<file path="src/rtl/serializing_pe.sv">
// Replays one captured ImageSize-element vector as a serial stream, highest index first, after Delay idle cycles.
// First element valid Delay+1 cycles after capture; out_ready=0 holds element and index; in_ready only while idle.
module serializing_pe #(
    parameter int BitSize   = 2,
    parameter int ImageSize = 9,
    parameter int Delay     = 0
) (
    input  logic                                clk,
    input  logic                                res_n,
    input  logic                                in_valid,
    output logic                                in_ready,
    input  logic [ImageSize-1:0][BitSize-1:0]   in_data,
    output logic                                out_valid,
    input  logic                                out_ready,
    output logic [BitSize-1:0]                  out_data,
    output logic                                out_done
);

    localparam int IW = $clog2(ImageSize + Delay + 1);
    localparam logic [IW-1:0] LAST_IDX = IW'(ImageSize - 1);
    localparam logic [IW-1:0] WAIT_END = IW'((Delay > 0) ? Delay - 1 : 0);

    typedef enum logic [1:0] {IDLE, WAIT, SEND} state_t;

    state_t                           state, state_nxt;
    logic [IW-1:0]                    idx_r, idx_nxt;
    logic [ImageSize-1:0][BitSize-1:0] vec_r;
    logic                             load;
    logic [IW-1:0]                    sel;

    assign sel = LAST_IDX - idx_r;

    always_comb begin
        state_nxt = state;
        idx_nxt   = idx_r;
        in_ready  = 1'b0;
        out_valid = 1'b0;
        out_done  = 1'b0;
        out_data  = '0;
        load      = 1'b0;
        case (state)
            IDLE: begin
                // Held low during reset so nothing is captured until release.
                in_ready = ~res_n;
                if (in_valid && !res_n) begin
                    load      = 1'b1;
                    idx_nxt   = '0;
                    state_nxt = (Delay > 0) ? WAIT : SEND;
                end
            end
            WAIT: begin
                if (idx_r == WAIT_END) begin
                    idx_nxt   = '0;
                    state_nxt = SEND;
                end else begin
                    idx_nxt = idx_r + 1'b1;
                end
            end
            SEND: begin
                out_valid = 1'b1;
                out_data  = vec_r[sel];
                if (out_ready) begin
                    if (idx_r == LAST_IDX) begin
                        out_done  = 1'b1;
                        idx_nxt   = '0;
                        state_nxt = IDLE;
                    end else begin
                        idx_nxt = idx_r + 1'b1;
                    end
                end
            end
            default: state_nxt = IDLE;
        endcase
    end

    always_ff @(posedge clk or posedge res_n) begin
        if (res_n) begin
            state <= IDLE;
            idx_r <= '0;
            vec_r <= '0;
        end else begin
            state <= state_nxt;
            idx_r <= idx_nxt;
            if (load) begin
                vec_r <= in_data;
            end
        end
    end

endmodule

</file>
<file path="config.mk">
export PLATFORM = sky130hd
export DESIGN_NAME = serializing_pe
export DESIGN_NICKNAME = d
export VERILOG_FILES = /design/src/rtl/serializing_pe.sv
export SDC_FILE = /design/constraint.sdc
export NUM_CORES = 1
export LEC_CHECK = 0
export CAP_MARGIN = 20
export CELL_PAD_IN_SITES_DETAIL_PLACEMENT = 0
export CELL_PAD_IN_SITES_GLOBAL_PLACEMENT = 1
export CORE_ASPECT_RATIO = 1.75
export CORE_MARGIN = 4
export CORE_UTILIZATION = 41
export CTS_BUF_LIST = sky130_fd_sc_hd__clkbuf_8
export CTS_CLUSTER_DIAMETER = 40
export DETAILED_ROUTE_END_ITERATION = 12
export PLACE_DENSITY = 0.81
export RECOVER_POWER = 25
export SLEW_MARGIN = 0
export SYNTH_ARGS = -nofsm -noshare
export SYNTH_HDL_FRONTEND = slang
export SYNTH_SLANG_ARGS = --single-unit
</file>
<file path="constraint.sdc">
create_clock -name clk -period 2.5 [get_ports clk]
set_clock_uncertainty 0.2 [all_clocks]
set_input_delay 0.625 -clock clk [delete_from_list [all_inputs] [get_ports clk]]
set_output_delay 0.625 -clock clk [all_outputs]
set_load 0.01 [all_outputs]
</file>
# After elaboration in Yosys (flattened, before gate mapping)

Cells that the tools add are included.

Register bits after elaboration: 24
Word-level logic and storage cells: 49
Input port bits: 22
Output and inout bits: 5

Equality and inequality tests: 7
$lt $le $gt $ge: 1
Muxes and demuxes: 20
$add $sub $neg: 2
Reduce and logical (&&, ||, !) cells: 7
Bitwise logic cells: 1

Operators by type and width:

| cell                  | count |
|---|---|
| $mux W4               | 4 |
| $mux W2               | 6 |
| $pmux W4 S3           | 1 |
| $bmux W2 S4           | 1 |
| $ne A2 B2 Y1 const B  | 4 |
| $mux W1               | 7 |
| $pmux W2 S3           | 1 |
| $lt A4 B5 Y1 const B  | 1 |
| $add A4 B1 Y4 const B | 1 |
| $eq A4 B4 Y1 const B  | 1 |
| $logic_not A4 Y1      | 1 |
| $reduce_and A4 Y1     | 1 |
| $sub A4 B4 Y4 const A | 1 |
| $reduce_and A3 Y1     | 1 |
| $reduce_bool A3 Y1    | 1 |
| $eq A2 B1 Y1 const B  | 1 |
| $eq A2 B2 Y1 const B  | 1 |
| $logic_not A2 Y1      | 1 |
| $logic_and A1 B1 Y1   | 1 |
| $logic_not A1 Y1      | 1 |
| $not A1 Y1            | 1 |

# Depth between registers and ports, before layout

Word-level depth: 4
Mapped depth: 7
Depth with buffers taken out: 6

# Worst setup path before layout

Ideal clock, no wire load.

Path kind: reg2out
Start point: register idx_r[0]
End point: output port out_data[0]
Cell stages (with the launch flop): 7
Data required time: 1.675 ns
Setup slack: 0.261 ns
Arrival time: 1.414 ns
Path through: dfrtp_1 > buf_6 > inv_1 > ha_1 > mux4_1 > mux2i_1 > o21ai_0

Longest elaborated chain between the ends: 4

RTL lines:

| item                          | RTL line | RTL |
|---|---|---|
| start, declared               | 26       | `logic [IW-1:0] idx_r, idx_nxt;` |
| start signal, assigned        | 83       | `idx_r <= idx_nxt;` |
| $sub A4 B4 Y4                 | 31       | `assign sel = LAST_IDX - idx_r;` |
| $bmux W2 S4                   | 61       | `out_data = vec_r[sel];` |
| $mux W2 (implied by the code) | 61       |  |
| $mux W2                       | 41       | `case (state)` |
| end, declared                 | 15       | `output logic [BitSize-1:0] out_data,` |

No other way between the ends. The select of a mux whose other input is x is not followed.

# Worst setup path in the final report

Same ends and word-level chain as after synthesis.

==> results_dict.tcl <==
set metrics [dict create \
    tightest_slew_ns 1.24 \
    ios 27 \
    dpl_worst_slack_ns -0.277 \
    postLayoutCellArea_um2 1590 \
    setup_tns_ns -0.0552 \
    wl_per_cell_um 15.4 \
    start_util_pct 43.2 \
    synthToLayoutAreaGrowth_pct 35.3 \
    clk_pin_slew_ns 0.08 \
    antenna_found_initial 0 \
    drc 0 \
    cts_tree "done" \
    num_vias 824 \
    antenna_cells 0 \
    antenna_left 0 \
    drtIter0Drc 20 \
    dp_cells 150 \
    arrival_ns 1.73 \
    critical_path_class "reg -> out" \
    leakagePower_nw 0.697 \
    regArea_um2 576 \
    slew_viol_final 0 \
    p_total_mw 1.91 \
    yosys.area.top_type "dfrtp_1" \
    cts.htree.levels 1 \
    synth_cell_types 26 \
    grt_overflow 0 \
    global_route.usage.total_pct 13.4 \
    worstPathRequired_ns 1.67 \
    drive_above_1_share_pct 35.7 \
    grt_pass1_vias 881 \
    nets 154 \
    cts_made_buffers 3 \
    synth.avg_cell_area_um2 13.2 \
    layout.cells.non_filler 156 \
    viasPerCell 5.28 \
    status "finished, violations left" \
    startpoint_type "register" \
    multi_input_area_um2 556 \
    finalSetupViolations 2 \
    power_density_nw_per_um2 1200 \
    hold_viol_final 0 \
    clock_latency_ns 0.26 \
    timing.hold.ws_ns 0.304 \
    die_x_um 48.5 \
    setup_ws_ns -0.0512 \
    fmax_ghz 0.392 \
    violations "setup timing" \
    finalCritPeriodShare_pct 102 \
    synthCells 89 \
    ys_seq_area_share_pct 48.9 \
    fin_util_pct 58.5 \
    period_needed_ns 2.55 \
    vdd_drop_max_mv 0.843 \
    max-cap-violations 0 \
    num_rows 25 \
    r2r_slack_ns 0.73 \
    core_um2 2720 \
    synth_top_area_share_pct 48.9 \
    first_pass_iters 5 \
    synth_area_um2 1180 \
    wirelength_um 2400 \
    syn_nets 113 \
    grt_max_degree 24 \
    dieArea_um2 3820 \
    critPathMaxFanout 6 \
    crit_path_end_kind "primary output" \
    cts-root-buf "clkbuf_8" \
    placed_cell_area_um2 1540 \
    fp.dieH_um 78.9 \
    num-fill-cells 240 \
    clockBufferDepth 2 \
    rsz0062_at_grt "true" \
    portBuffers 26 \
    hold_path.class "reg -> reg" \
    postCtsHoldBufs 0 \
    place_congestion 0.841 \
    cts.sinks 23 \
    ys_ff_latch 23 \
    grt_pass1_wl_um 4130 \
    ys_top_cells_by_area "dfrtp_1 (49%), mux2_2 (16%), mux4_1 (8.9%), mux2i_1 (2.6%), ha_1 (2.1%)" \
    hpwlAfterDp_um 1900 \
    ys_warn_count 0 \
    relSlewSlack_pct 17.0 \
]
==> metal layers <==
metal,track usage [%],vias to the layer above,wire length [um]
met3,2.06,0,77
met1,15.2,412,922
li1,-,398,-
met5,0,-,0
met4,2.43,0,0
met2,25.8,14,1400
==> worst paths after layout <==
check / from / to / depth (start not counted)
min reg2reg: vec_r[1] / vec_r[1] / 1
max: idx_r[0] / out_data[0] / 7
max reg2reg: state[1] / idx_r[2] / 6
min: vec_r[1] / vec_r[1] / 1
max in group asynchronous: res_n / vec_r[14] / 4
min in group asynchronous: res_n / vec_r[5] / 4
==> layout make-up <==
| cell class | instances | share of cell area [%] |
|---|---|---|
| clock inverter | 1 | 0.314 |
| inverter | 4 | 0.943 |
| tap | 27 | 2.12 |
| sequential | 23 | 36.2 |
| multi-input combinational | 58 | 34.9 |
| clock buffer | 3 | 2.59 |
| timing repair buffer | 40 | 23.0 |
==> logic make-up (layout without fill, tap and decap cells) <==
logic type                 count (synthesis)  in the layout  share of synthesized area, %
DFF                                       23             23                          48.9
and+or+nand+nor                           19             19                          8.83
buffers and inverters                      8             48                          3.93
AOI/OAI and AO/OA                          9              9                          4.57
xor gates and xnor gates                   3              3                          2.87
adders and majority gates                  2              2                          2.13
muxes                                     25             25                          28.7
==> synth_stat cells, drive strengths merged <==
cell,n
nor3,1
o31ai,1
nor3b,1
o21ai,5
xor2,2
nand3,4
inv,4
ha,2
a32o,1
mux4,4
o22ai,1
a21oi,1
xnor2,1
mux2,18
and3b,1
dfrtp,23
buf,4
mux2i,3
nand2,5
and4bb,1
nor2,5
nand3b,1
==> state kept, by name (all words and copies together), names as in the netlist <==
signal	count
idx_r	4
state	1
vec_r	18
==> power by group <==
| part | switching, mW | internal (mW) | total, mW |
|---|---|---|---|
| Clock | 0.112 | 0.111 | 0.223 |
| Sequential | 0.118 | 0.553 | 0.671 |
| Combinational | 0.392 | 0.618 | 1.01 |
==> repair_timing <==
item | in CTS | in global routing
pin swaps | 1 | 1
gates resized for setup | 12 | 9
endpoints found under the setup margin | 4 | 3
buffers inserted | 2 | 0
==> placed cells by master, fill, tap and decap left out, drive strengths merged, types with 4 or more instances in the layout <==
| master | count |
|---|---|
| clkdlybuf4s50 | 22 |
| nand3 | 4 |
| buf | 13 |
| nor2 | 5 |
| clkbuf | 7 |
| nand2 | 5 |
| o21ai | 5 |
| mux2 | 18 |
| dfrtp | 23 |
| inv | 4 |
| mux4 | 4 |
==> critical path, stage by stage (launching register included) <==
cell     delay, ns
dfrtp_1       0.38
inv_2         0.05
ha_4          0.30
buf_6         0.10
mux4_2        0.28
mux2i_1       0.16
o21ai_1       0.07
buf_2         0.13
Power figures use the tool's default switching activity.
